===== src/rtl/mac_dot_sched.sv =====
// Frames a ready/valid element stream into dot products on an external signed MAC.
// It clears the MAC between vectors and returns each sum and its element count on a one-entry result port.
module mac_dot_sched #(
  parameter int IN_W    = 10,
  parameter int F_W     = 20,
  parameter int CNT_W   = 16,
  parameter int MAX_OUT = 4
) (
  input  logic                    clk,
  input  logic                    reset,
  input  logic signed [IN_W-1:0]  s_a,
  input  logic signed [IN_W-1:0]  s_b,
  input  logic                    s_valid,
  input  logic                    s_last,
  output logic                    s_ready,
  output logic signed [IN_W-1:0]  mac_a,
  output logic signed [IN_W-1:0]  mac_b,
  output logic                    mac_valid_in,
  output logic                    mac_reset,
  input  logic signed [F_W-1:0]   mac_f,
  input  logic                    mac_valid_out,
  output logic signed [F_W-1:0]   m_data,
  output logic [CNT_W-1:0]        m_count,
  output logic                    m_valid,
  input  logic                    m_ready
);

  localparam int OW = $clog2(MAX_OUT + 1);

  typedef enum logic [1:0] {CLEAR, RUN, DRAIN, HOLD} state_t;

  state_t           state, state_next;
  logic [CNT_W-1:0] cnt, cnt_next;
  logic [OW-1:0]    outstanding, outstanding_next;
  logic             accept, dec, final_sum, can_load, load;

  assign mac_a        = s_a;
  assign mac_b        = s_b;
  assign s_ready      = (state == RUN) && (outstanding != OW'(MAX_OUT));
  assign accept       = s_valid & s_ready;
  assign mac_valid_in = accept;
  assign mac_reset    = ~reset | (state == CLEAR);

  // A stray valid_out with nothing in flight must not underflow the counter.
  assign dec       = mac_valid_out && (outstanding != '0);
  assign final_sum = (state == DRAIN) && dec && (outstanding == OW'(1));
  assign can_load  = ~m_valid | m_ready;
  assign load      = (final_sum || (state == HOLD)) && can_load;

  always_comb begin
    state_next       = state;
    cnt_next         = cnt;
    outstanding_next = outstanding + OW'(accept) - OW'(dec);
    case (state)
      CLEAR: begin
        state_next = RUN;
        cnt_next   = '0;
      end
      RUN: begin
        if (accept) begin
          if (cnt != '1) cnt_next = cnt + CNT_W'(1);
          if (s_last) state_next = DRAIN;
        end
      end
      DRAIN: begin
        if (final_sum) state_next = can_load ? CLEAR : HOLD;
      end
      HOLD: begin
        if (can_load) state_next = CLEAR;
      end
      default: state_next = CLEAR;
    endcase
  end

  // cnt freezes after the final accept, so it doubles as the latched vector length.
  always_ff @(posedge clk or negedge reset) begin
    if (!reset) begin
      state       <= CLEAR;
      cnt         <= '0;
      outstanding <= '0;
    end else begin
      state       <= state_next;
      cnt         <= cnt_next;
      outstanding <= outstanding_next;
    end
  end

  always_ff @(posedge clk or negedge reset) begin
    if (!reset) begin
      m_valid <= 1'b0;
      m_data  <= '0;
      m_count <= '0;
    end else if (load) begin
      m_valid <= 1'b1;
      m_data  <= mac_f;
      m_count <= cnt;
    end else if (m_ready) begin
      m_valid <= 1'b0;
    end
  end

endmodule


===== config.mk =====
export PLATFORM = sky130hd
export DESIGN_NAME = mac_dot_sched
export DESIGN_NICKNAME = d
export VERILOG_FILES = /design/src/rtl/mac_dot_sched.sv
export SDC_FILE = /design/constraint.sdc
export NUM_CORES = 1
export LEC_CHECK = 0
export CORE_ASPECT_RATIO = 0.8
export CORE_UTILIZATION = 49
export CTS_BUF_LIST = sky130_fd_sc_hd__clkbuf_4 sky130_fd_sc_hd__clkbuf_8
export DETAILED_ROUTE_END_ITERATION = 8
export GPL_TIMING_DRIVEN = 0
export PLACE_DENSITY_LB_ADDON = 0.25
export REMOVE_ABC_BUFFERS = 1
export SETUP_SLACK_MARGIN = 0.02
export SYNTH_ARGS = -nofsm -noshare
export SYNTH_HDL_FRONTEND = slang
export SYNTH_SLANG_ARGS = --single-unit

===== constraint.sdc =====
create_clock -name clk -period 3.9 [get_ports clk]
set_input_delay 0.975 -clock clk [delete_from_list [all_inputs] [get_ports clk]]
set_output_delay 0.975 -clock clk [all_outputs]
set_load 0.01 [all_outputs]

# == Yosys cells after proc, flatten, opt, wreduce, memory -nomap -nowiden ==
# Cells that the tools add are included.
# totals
ff_bits,58
in_bits,46
# classes
bitwise,5
addsub,3
n_mux,11
n_reduce_logical,12
n_eq_ne,11
# op_table
operator,count
two-way mux 16 bit,2
case mux 16 bit (2 select lines),1
adder 16 x 1 -> 16 bit (second input constant),1
!= test 16 bit (second input constant),1
two-way mux 2 bit,5
!= test 2 bit (second input constant),4
case mux 2 bit (4 select lines),1
logical AND 1 bit,5
equality test 2 bit (second input constant),2
AND reduction 4 bit,1
nonzero test 2 bit,2
adder 3 x 1 -> 3 bit,1
equality test 3 x 1 -> 1 bit (second input constant),1
!= test 3 bit (second input constant),1
AND reduction 3 bit,1
nonzero test 3 bit,1
subtractor 3 x 1 -> 3 bit,1
equality test 2 x 1 -> 1 bit (second input constant),1
logical NOT 2 bit,1
two-way mux 1 bit,2
!= test 2 x 1 -> 1 bit (second input constant),1
NOT 1 bit,2
bitwise OR 1 bit,2
bitwise AND 1 bit,1
logical OR 1 bit,1

# == Longest topological paths before layout ==
# depth
word_depth,7
depth_mapped,9

# == Worst setup path before layout ==
# OpenSTA, ideal clock, no wires.
# synth_path
kind,input -> register
from,in mac_valid_out
to,reg m_count[1]
path_slack_ns,1.616
n_path_buf,2
setup_time_ns,0.125
stages,6
t_arrival_ns,2.159
cell_sequence,and4bb_2 -> o21ai_1 -> nand2b_1 -> buf_2 -> buf_4 -> mux2_2
# synth_between
elab_chain_len,5
# synth_lines
element,line,rtl
"start, declared",21,"input logic mac_valid_out,"
logical AND 1 bit,45,assign dec = mac_valid_out && (outstanding != '0);
logical AND 1 bit (2 in series),46,assign final_sum = (state == DRAIN) && dec && (outstanding == OW'(1));
logical OR 1 bit,48,assign load = (final_sum || (state == HOLD)) && can_load;
logical AND 1 bit,48,
"end signal, assigned",96,m_count <= cnt;
"end, declared",23,"output logic [CNT_W-1:0] m_count,"
# Every way passes these cells.
# A chain may end at the register's enable or synchronous reset.

# == Worst setup path after layout ==
# layout_path
from,in s_valid
to,out mac_valid_in
# layout_between
elab_chain_len,1
# layout_lines
element,line,rtl
"start, declared",13,"input logic s_valid,"
bitwise AND 1 bit,40,assign accept = s_valid & s_ready;
"end, declared",18,"output logic mac_valid_in,"
# Every way passes these cells.

==> impl_metrics.toml <==
[outcome]
run_status = "completed"

[cts]
cts_tree = "done"
cts.clk_slew.worst_paths_ns = 0.06
post_cts.resized_instances = 0
hold_buffers = 0
cts_htree_levels = 3
cts_num_sinks = 58
clock_tree.root_cell = "clkbuf_8"
worstSkewPairLatency_ns = 0.34
cts-root-to-sink-buffers = 2
cts_bufs_inserted = 9
cts.repair_timing.setup_buffer_count = 0

[min_path]
min-delay-path-class = "flop to flop"

[floorplanning]
die_area_sq_mm = 0.006149
floorplan.io_pins = 106
chip_height_um = 70.34
rows = 24
die_x_um = 87.42
start_util_pct = 51.77
core_region_area_sq_mm = 0.005525

[power_and_ir_drop]
leakage_nw = 1.610
switching_share_pct = 32.17
power_per_cell_area_mw_per_mm2 = 775.7
internal-power_mw = 1.939
power.sequential.fraction_pct = 36.6
net_switching_power_mw = 0.9195
clock_power_share_pct = 24.0
totalPowerFinal_mw = 2.858
peakVddDrop_mv = 0.4801
comb_power_share_pct = 39.3

[sta]
rsz0062_at_grt = "false"
timing.clock.skew_ns = 0.006762
setup_viol = 0
relSlewSlack_pct = 46.30
finalHoldViolCount = 0
max_slew.worst_pin.slew_ns = 0.8055
post-route-min-period_ns = 3.466
max_freq_mhz = 288.5
finalMaxSlewViolations = 0
fin_crit_sh_pct = 88.87
hold_slack_ns = 0.4944

[synthesis]
syn_area_per_cell_sq_um = 11.77
synth_enable_flop_cells = 0
synth.cells.most_frequent = "dfrtp_1, mux2_2, buf_4"
yosys_top_cell_area_share_pct = 50.74
synthDistinctLibCells = 50
total_standard_cell_area_after_synthesis_sq_mm = 0.002860
yosys.cell_count.top_type = "dfrtp_1"
synth.yosys.seq_area_share_pct = 50.74
synth-warning-count = 0
flip_flop_and_latch_count_after_synthesis = 58
netlist.top_cell.by_area = "dfrtp_1"
yosys-top-cells-area = "dfrtp_1, mux2_2, buf_4"
synth_async_sr_flop_share_pct = 100.0
post_synthesis_cell_count = 243
synth_ff_type = "dfrtp_1"

[global_routing]
grt_start_max_net_pins = 33
global_route_congestion_overflow_total = 0
antenna_found_initial = 0
globalRouteTotalUtil_pct = 23.50
grt_first_pass_wirelength_mm = 10.72
vias_in_the_first_global_route = 2092

[worst_setup_path]
path_cells = "clkdlybuf4s50_1 -> nand3b_1 -> inv_1 -> clkdlybuf4s50_1"
crit_required_ns = 2.92
crit_path_max_fanout = 5
criticalPathCategory = "input pin to output port"
startpoint_type = "input pin"
slowest_stage = "clkdlybuf4s50_1"
worst-endpoint-arrival_ns = 2.49
slowest_cell_delay_on_critical_path_ns = 0.58
critPathMostFrequentCell = "clkdlybuf4s50_1"
kind_of_end_point_of_the_critical_path = "output port"

[place]
gp_routability_congestion = 0.8231
place.detailed.hpwl_mm = 4.519
portBuffers = 65

[drt]
dr_total_vias = 2075
drt-pass1-iter-count = 4
routedWlPerCell_um = 16.96
detail_route.iter0.violations = 189
drt_drc_violations_left = 0
finalWirelength_mm = 6.308
drt-vias-per-instance = 5.578
ant_nets = 0

[layout]
antennaDiodeCount = 0
drive_above_1_share_pct = 19.73
finalCoreUtilization_pct = 66.69
finish.net_count = 339
area_added_between_synthesis_and_finish_pct = 28.83
final.fill_count = 453

[flow_run]
timing.max_cap.violations = 0
critical path, delay by kind of cell:
family | cells | cell delay, ns
buf+inv | 3 | 1.34
simple gates | 1 | 0.18
per-stage QoR:
| step | setup WS (ns) | TNS (ns) | cell area (sq um) | instances |
|---|---|---|---|---|
| after floorplan | 1.121 | 0 | 2653 | 211 |
| after global placement | -1.387 | -1.428 | 3401 | 354 |
| after detailed placement | 0.4331 | 0 | 3433 | 356 |
| after CTS | 0.4246 | 0 | 3685 | 372 |
| after global routing | 0.3713 | 0 | 3685 | 372 |
| final | 0.4340 | 0 | 3685 | 372 |
state kept, by name, indices dropped and copies added (netlist names):
signal / count
outstanding: 3
m_data: 20
state: 2
m_count: 16
cnt: 16
m_valid: 1
power groups by stage:
stage	sequential, mW	clock (mW)	combinational (mW)
floorplan	1.08	0	0.559
global placement	1.04	0	1.09
detailed placement	1.06	0	1.13
CTS	1.05	0.702	1.14
global route	1.09	0.732	1.23
finish	1.05	0.687	1.12
per-layer routing:
metal / global-route usage, % / up-vias / share of wire (%)
li1: - / 956 / -
met1: 32.59 / 1017 / 46
met2: 32.47 / 92 / 44
met3: 10.40 / 10 / 9.3
met4: 7.104 / 0 / 1.4
met5: 5.455 / - / 0
cells in the final DEF (no fill, tap or decap), drive strengths merged, types with 3 or more instances in the layout:
cell type       n
clkdlybuf4s50  64
dfrtp          58
mux2           37
inv            12
clkbuf         11
nand2           8
o21ai           8
nand4           6
nand3           6
nor2b           6
nor2            5
nand2b          4
and4            4
o31a            3
and3            3
nor3            3
nor4            3
mux2i           3
a22o            3
ha              3
bufinv          3
buf             3
logic make-up (layout without fill, tap and decap cells):
logic type	Yosys count	in the layout	synth area share, %
AO/OA/AOI/OAI	39	39	10.50
XOR/XNOR	2	2	0.6125
adder cells (fa/ha/maj)	4	4	2.012
buffers and inverters	44	95	8.836
flip-flops	58	58	50.74
multiplexers	40	40	15.62
AND/OR/NAND/NOR	56	56	11.68
path summary, 6_finish.rpt:
path | startpoint | endpoint | slack [ns] | cells past startpoint
worst max-delay path | s_valid | mac_valid_in | 0.43 | 4
worst min-delay path | m_data[3]$_DFFE_PN0P_ | m_data[3]$_DFFE_PN0P_ | 0.49 | 1
worst max register to register | state[0]$_DFFE_PN0P_ | outstanding[2]$_DFF_PN0_ | 1.48 | 8
worst min register to register | m_data[3]$_DFFE_PN0P_ | m_data[3]$_DFFE_PN0P_ | 0.49 | 1
max in group asynchronous | reset | m_count[6]$_DFFE_PN0P_ | 2.60 | 2
min in group asynchronous | reset | m_data[15]$_DFFE_PN0P_ | 0.70 | 1
final cells by class:
| class | count | area, sq um | share of cell area [%] |
|---|---|---|---|
| tap | 78 | 97.59 | 2.649 |
| timing repair buffer | 67 | 680.7 | 18.47 |
| multi-input combinational | 141 | 1159 | 31.44 |
| sequential | 58 | 1451 | 39.39 |
| inverter | 12 | 45.04 | 1.222 |
| clock buffer | 11 | 151.4 | 4.109 |
| clock inverter | 5 | 100.1 | 2.716 |
(Power assumes the default switching activity.)
